--- src/rtl/permute_pkg.sv ---
// ---------------------------------------------------------------------------
// permute_pkg
// Shared constants and the writer state encoding for the permute control unit
// output path.
// ---------------------------------------------------------------------------
package permute_pkg;

  localparam int SLICE_W      = 25;  // one 5x5 slice
  localparam int SLICE_CNT    = 64;  // slices per block
  localparam int SLICE_ADDR_W = 6;   // log2(SLICE_CNT)
  localparam int FIFO_DEPTH   = 4;   // writer buffer entries (power of two)

  typedef enum logic [1:0] {
    IDLE     = 2'd0,
    RUN      = 2'd1,
    WAIT_ACK = 2'd2,
    DONE     = 2'd3
  } writer_state_e;

endpackage

--- src/rtl/slice_fifo.sv ---
// ---------------------------------------------------------------------------
// slice_fifo
// Synchronous DEPTH x DATA_W FIFO with a combinational head output.
//
// Ports:
//   clk   in   rising-edge clock
//   rst   in   asynchronous active-high reset (empties the FIFO)
//   clr   in   synchronous clear (empties the FIFO, wins over push/pop)
//   push  in   write din; ignored while full
//   pop   in   drop the head entry; ignored while empty
//   din   in   data to write
//   dout  out  current head entry (valid only when !empty)
//   full  out  count == DEPTH
//   empty out  count == 0
// ---------------------------------------------------------------------------
module slice_fifo #(
  parameter int DATA_W = 25,
  parameter int DEPTH  = 4
) (
  input  logic              clk,
  input  logic              rst,
  input  logic              clr,
  input  logic              push,
  input  logic              pop,
  input  logic [DATA_W-1:0] din,
  output logic [DATA_W-1:0] dout,
  output logic              full,
  output logic              empty
);

  localparam int PTR_W = $clog2(DEPTH);

  logic [DATA_W-1:0] mem_q [DEPTH];
  logic [PTR_W-1:0]  wr_ptr_q, rd_ptr_q;
  logic [PTR_W:0]    count_q,  count_d;
  logic              push_ok, pop_ok;

  assign full    = (count_q == (PTR_W+1)'(DEPTH));
  assign empty   = (count_q == '0);
  assign push_ok = push && !full;
  assign pop_ok  = pop && !empty;
  assign dout    = mem_q[rd_ptr_q];

  always_comb begin
    count_d = count_q;
    case ({push_ok, pop_ok})
      2'b10:   count_d = count_q + (PTR_W+1)'(1);
      2'b01:   count_d = count_q - (PTR_W+1)'(1);
      default: count_d = count_q;  // idle, or push and pop together
    endcase
  end

  // NOTE: storage has no reset; an entry is only read after it has been
  // written, so clearing it would cost a reset net on every bit for nothing.
  always_ff @(posedge clk) begin
    if (push_ok && !clr) mem_q[wr_ptr_q] <= din;
  end

  // Pointers are exactly PTR_W bits wide, so they wrap at DEPTH by themselves.
  always_ff @(posedge clk or posedge rst) begin
    if (rst) begin
      wr_ptr_q <= '0;
      rd_ptr_q <= '0;
      count_q  <= '0;
    end else if (clr) begin
      wr_ptr_q <= '0;
      rd_ptr_q <= '0;
      count_q  <= '0;
    end else begin
      if (push_ok) wr_ptr_q <= wr_ptr_q + PTR_W'(1);
      if (pop_ok)  rd_ptr_q <= rd_ptr_q + PTR_W'(1);
      count_q <= count_d;
    end
  end

endmodule

--- src/rtl/permute_result_writer.sv ---
// ---------------------------------------------------------------------------
// permute_result_writer
// Captures permuted slices on the permute unit's ready strobe, buffers them
// in a small FIFO and writes them to the output memory one at a time through
// a write/acknowledge handshake with a wrapping slice address. done rises
// after the slice at address SLICES-1 has been acknowledged.
//
// Ports:
//   clk       in   rising-edge clock
//   rst       in   asynchronous active-high reset
//   start     in   one-cycle pulse: clear FIFO/address/done/overflow, run
//   in_valid  in   slice strobe from the permute unit
//   in_data   in   slice captured when in_valid=1
//   full      out  FIFO full; upstream must hold off
//   mem_wr    out  write request (held until mem_ack)
//   mem_addr  out  slice address of the current write
//   mem_data  out  slice being written
//   mem_ack   in   memory accepted the write this cycle
//   done      out  level; whole block written
//   overflow  out  sticky; a strobe arrived while full
// ---------------------------------------------------------------------------
module permute_result_writer
  import permute_pkg::*;
#(
  parameter int DATA_W = SLICE_W,
  parameter int SLICES = SLICE_CNT,
  parameter int ADDR_W = SLICE_ADDR_W,
  parameter int DEPTH  = FIFO_DEPTH
) (
  input  logic              clk,
  input  logic              rst,
  input  logic              start,
  input  logic              in_valid,
  input  logic [DATA_W-1:0] in_data,
  output logic              full,
  output logic              mem_wr,
  output logic [ADDR_W-1:0] mem_addr,
  output logic [DATA_W-1:0] mem_data,
  input  logic              mem_ack,
  output logic              done,
  output logic              overflow
);

  localparam logic [ADDR_W-1:0] LAST_ADDR = ADDR_W'(SLICES - 1);

  writer_state_e     state_q;
  logic              mem_wr_q;
  logic [ADDR_W-1:0] mem_addr_q;
  logic [DATA_W-1:0] mem_data_q;
  logic              done_q;
  logic              overflow_q;

  logic              fifo_full, fifo_empty;
  logic              fifo_push, fifo_pop;
  logic [DATA_W-1:0] fifo_dout;
  logic              accepting;

  // Strobes only count while a block is active; start drops a same-cycle strobe.
  assign accepting = ((state_q == RUN) || (state_q == WAIT_ACK)) && !start;
  assign fifo_push = accepting && in_valid && !fifo_full;
  assign fifo_pop  = (state_q == RUN) && !fifo_empty && !start;

  slice_fifo #(
    .DATA_W (DATA_W),
    .DEPTH  (DEPTH)
  ) u_fifo (
    .clk   (clk),
    .rst   (rst),
    .clr   (start),
    .push  (fifo_push),
    .pop   (fifo_pop),
    .din   (in_data),
    .dout  (fifo_dout),
    .full  (fifo_full),
    .empty (fifo_empty)
  );

  // NOTE: sequential state uses non-blocking assignments only, so every
  // branch below reads the pre-edge values of the registers.
  always_ff @(posedge clk or posedge rst) begin
    if (rst) begin
      state_q    <= IDLE;
      mem_wr_q   <= 1'b0;
      mem_addr_q <= '0;
      mem_data_q <= '0;
      done_q     <= 1'b0;
      overflow_q <= 1'b0;
    end else if (start) begin
      // A pending write is abandoned; the new block starts at address 0.
      state_q    <= RUN;
      mem_wr_q   <= 1'b0;
      mem_addr_q <= '0;
      done_q     <= 1'b0;
      overflow_q <= 1'b0;
    end else begin
      if (accepting && in_valid && fifo_full) overflow_q <= 1'b1;

      case (state_q)
        IDLE: ;
        RUN: begin
          if (!fifo_empty) begin
            mem_data_q <= fifo_dout;
            mem_wr_q   <= 1'b1;
            state_q    <= WAIT_ACK;
          end
        end
        WAIT_ACK: begin
          if (mem_ack) begin
            mem_wr_q <= 1'b0;
            if (mem_addr_q == LAST_ADDR) begin
              done_q  <= 1'b1;
              state_q <= DONE;
            end else begin
              mem_addr_q <= mem_addr_q + ADDR_W'(1);
              state_q    <= RUN;
            end
          end
        end
        DONE: ;
        default: state_q <= IDLE;
      endcase
    end
  end

  assign full     = fifo_full;
  assign mem_wr   = mem_wr_q;
  assign mem_addr = mem_addr_q;
  assign mem_data = mem_data_q;
  assign done     = done_q;
  assign overflow = overflow_q;

endmodule

--- config.mk ---
export PLATFORM = sky130hd
export DESIGN_NAME = permute_result_writer
export DESIGN_NICKNAME = d
export VERILOG_FILES = /design/src/rtl/permute_pkg.sv /design/src/rtl/slice_fifo.sv /design/src/rtl/permute_result_writer.sv
export SDC_FILE = /design/constraint.sdc
export NUM_CORES = 1
export LEC_CHECK = 0
export BUFFER_PORTS_ARGS = -buffer_cell sky130_fd_sc_hd__buf_4
export CAP_MARGIN = 10
export CORE_MARGIN = 2
export CORE_UTILIZATION = 42
export DETAILED_ROUTE_END_ITERATION = 8
export PLACE_DENSITY = 0.63
export SKIP_LAST_GASP = 1
export SLEW_MARGIN = 10
export SYNTH_ARGS = -nofsm -noshare
export SYNTH_HDL_FRONTEND = slang
export SYNTH_SLANG_ARGS = --single-unit
--- constraint.sdc ---
create_clock -name clk -period 4.05 [get_ports clk]
set_input_delay 0.6075 -clock clk [delete_from_list [all_inputs] [get_ports clk]]
set_output_delay 0.6075 -clock clk [all_outputs]
set_load 0.01 [all_outputs]
==> impl_metrics.py <==
metrics = {
    "finish": {
        "areaGrowthSynthToFinish_pct": 22.2,
        "finish.utilization_pct": 52.0,
        "drive_gt1_share_pct": 42.2,
        "nNetsFinal": 404,
        "diodes": 0,
        "fillers": 1125,
    },
    "clocking": {
        "cts.sinks": 143,
        "cts_max_path_buffers": 2,
        "cts_buffers": 17,
        "postCtsSetupBuffers": 0,
        "hold_buffers": 0,
        "cts_tree": "built",
        "post_cts_resized": 0,
        "ctsHtreeMaxLevel": 4,
        "insertion_delay_ns": 0.42,
        "cts_root_buf": "clkbuf_16",
        "clk_pin_slew_ns": 0.06,
    },
    "floorplanning": {
        "die_w_um": 119,
        "ioPinCount": 65,
        "fp.dieH_um": 119,
        "start_util_pct": 42.6,
        "die_area_um2": 14300,
        "std_cell_rows": 42,
        "coreArea_um2": 13100,
    },
    "timing": {
        "slew_headroom_pct": 29.4,
        "hold_viol": 0,
        "fin_crit_sh_pct": 64.3,
        "setup_tns_ns": 0,
        "final.min_clock_period_ns": 2.60,
        "maxSlewViolCount": 0,
        "rsz0062_at_grt": "no",
        "tightest_slew_ns": 1.06,
        "finClkSkew_ns": 0.00758,
        "fmax_mhz": 384,
        "setup_violations": 0,
    },
    "global_routing": {
        "grt_pass1_wl_um": 15800,
        "grt_use_total_pct": 15.3,
        "grt_pass1_vias": 2955,
        "overflow": 0,
        "grt_max_degree": 44,
        "antenna_found_initial": 0,
    },
    "job": {
        "maxCapViolCount": 0,
    },
    "logic_synthesis": {
        "ys_ff_latch": 143,
        "syn_inst": 289,
        "syn_area_um2": 5590,
        "synth_edf_count": 100,
        "syn_nets": 327,
        "synthDistinctLibCells": 48,
        "synth-main-ff-cell": "edfxtp_1",
        "yosysWarningCount": 0,
        "async_flop_share_pct": 30.1,
        "synth-seq-area-share_pct": 72.9,
        "avgSynthCellArea_um2": 19.4,
    },
    "drt": {
        "drtIter0Drc": 115,
        "ant_nets": 0,
        "totalWireLength_um": 9470,
        "drc": 0,
        "vias_per_cell": 5.06,
        "avgRoutedWirePerCell_um": 17.1,
        "vias": 2806,
        "first_pass_iters": 4,
    },
    "placed_design": {
        "place.gp.congestion": 0.734,
        "hpwl_um": 5970,
        "io_buffers": 64,
    },
    "critical_path": {
        "arrival_ns": 2.71,
        "startpoint": "state_q[0]",
        "end_kind": "flip-flop",
        "cp-start-kind": "flip-flop",
        "cp.required_ns": 4.16,
        "cp_max_fo": 15,
        "worst-setup-path-type": "reg2reg",
        "r2r_start": "state_q[0]",
    },
    "power_and_ir_drop": {
        "peakVddDrop_v": 0.000389,
        "p_leak_nw": 2.54,
        "power.total_w": 0.00449,
        "p_per_area_nw_per_um2": 657,
    },
    "hold_path": {
        "hold_path.class": "in2reg",
        "worstHoldStart": "in_data[24]",
    },
    "status": {
        "status": "completed",
    },
}
-- placed cells by master (no fill, tap or decap), types with 2 or more instances in the layout --
cell,netlist,layout
nor2b_1,4,4
and2_1,4,4
o21ai_0,2,2
clkinvlp_4,0,4
xnor2_1,2,2
ha_1,7,7
clkbuf_1,5,2
mux2_2,26,26
clkinv_4,0,4
dfrtp_1,43,42
xor2_1,3,3
edfxtp_1,100,100
and3_1,2,2
nor2_1,11,11
mux4_2,25,25
nand2b_1,3,3
nor3_1,4,4
clkinv_2,0,2
a21oi_1,3,3
clkbuf_16,0,17
buf_4,1,70
inv_1,9,8
nand2_1,2,2
mux2i_1,2,2
-- worst max-delay path: stages, from the launching register on --
cell and delay [ns]:
dfrtp_1 0.35, inv_1 0.05, ha_1 0.28, nor2b_1 0.24
and2_4 0.24, nor2b_1 0.22, and2_1 0.54, buf_4 0.37
-- synth_stat cells (2+ instances only) --
master    count  area, um2
edfxtp_1    100       3000
and3_1        2       12.5
nand2b_1      3       18.8
nor2_1       11       41.3
nor2b_1       4       25.0
buf_2         4       20.0
mux2i_1       2       20.0
xor2_1        3       26.3
a21oi_1       3       15.0
ha_1          7       87.6
mux2_2       26        293
and2_1        4       25.0
clkbuf_1      5       18.8
o21ai_0       2       10.0
nor3_1        4       20.0
xnor2_1       2       17.5
nand2_1       2       7.51
dfrtp_1      43       1080
inv_1         9       33.8
mux4_2       25        563
-- cell families (layout without fill, tap and decap cells) --
kind of cell / Yosys count / after routing / synth area share (%)
flops: 143 / 143 / 72.9
mux: 54 / 54 / 15.9
simple gates: 39 / 39 / 4.05
buf+inv: 21 / 111 / 1.70
compound gates: 18 / 18 / 2.39
fa+ha+maj: 8 / 8 / 1.92
xor+xnor: 6 / 6 / 1.07
-- sequential cells by signal (all words and copies together), names as in the netlist --
name / flops
u_fifo.mem_q: 100
mem_data: 25
mem_addr: 6
u_fifo.count_q: 3
state_q: 2
u_fifo.rd_ptr_q: 2
u_fifo.wr_ptr_q: 2
done: 1
mem_wr: 1
overflow: 1
-- area by class of cell --
| type | count | area (um2) | area share [%] |
|---|---|---|---|
| clock buffer | 19 | 433 | 6.33 |
| clock inverter | 13 | 118 | 1.72 |
| inverter | 9 | 33.8 | 0.494 |
| multi-input combinational | 125 | 1430 | 20.8 |
| sequential | 143 | 4080 | 59.7 |
| tap | 176 | 220 | 3.22 |
| timing repair buffer | 70 | 526 | 7.69 |
-- final timing paths --
path,to,slack (ns),cells past startpoint
max,u_fifo.mem_q[2][21],1.45,7
max in group asynchronous,u_fifo.rd_ptr_q[0],2.98,2
max reg2reg,u_fifo.mem_q[2][21],1.45,7
min,u_fifo.mem_q[3][24],0.38,1
min reg2reg,mem_wr,0.50,1
min in group asynchronous,mem_data[6],0.42,2
-- where the power goes --
part | total (W) | leakage, nW | switching [W] | internal (W)
Sequential | 0.00202 | 1.44 | 0.000198 | 0.00182
Combinational | 0.00104 | 0.846 | 0.000419 | 0.000622
Clock | 0.00143 | 0.257 | 0.000589 | 0.000843
-- through the flow --
stage / instances / cell area (um2) / hold WS, ns / worst slack (ns)
after detailed placement: 523 / 6280 / 0.489 / 1.40
after global routing: 555 / 6840 / 0.371 / 1.22
after floorplan: 289 / 5590 / 0.520 / 1.69
after CTS: 555 / 6840 / 0.366 / 1.41
after global placement: 523 / 6280 / 0.486 / 1.43
final: 555 / 6840 / 0.385 / 1.45
-- layer usage --
| metal | vias to the layer above | share of wire, % | track usage (%) |
|---|---|---|---|
| met5 | - | 0 | 0 |
| met4 | 0 | 2.2 | 8.38 |
| met1 | 1445 | 43 | 18.7 |
| li1 | 1287 | - | - |
| met2 | 59 | 51 | 24.7 |
| met3 | 15 | 3.9 | 4.02 |
(Power assumes the default switching activity.)
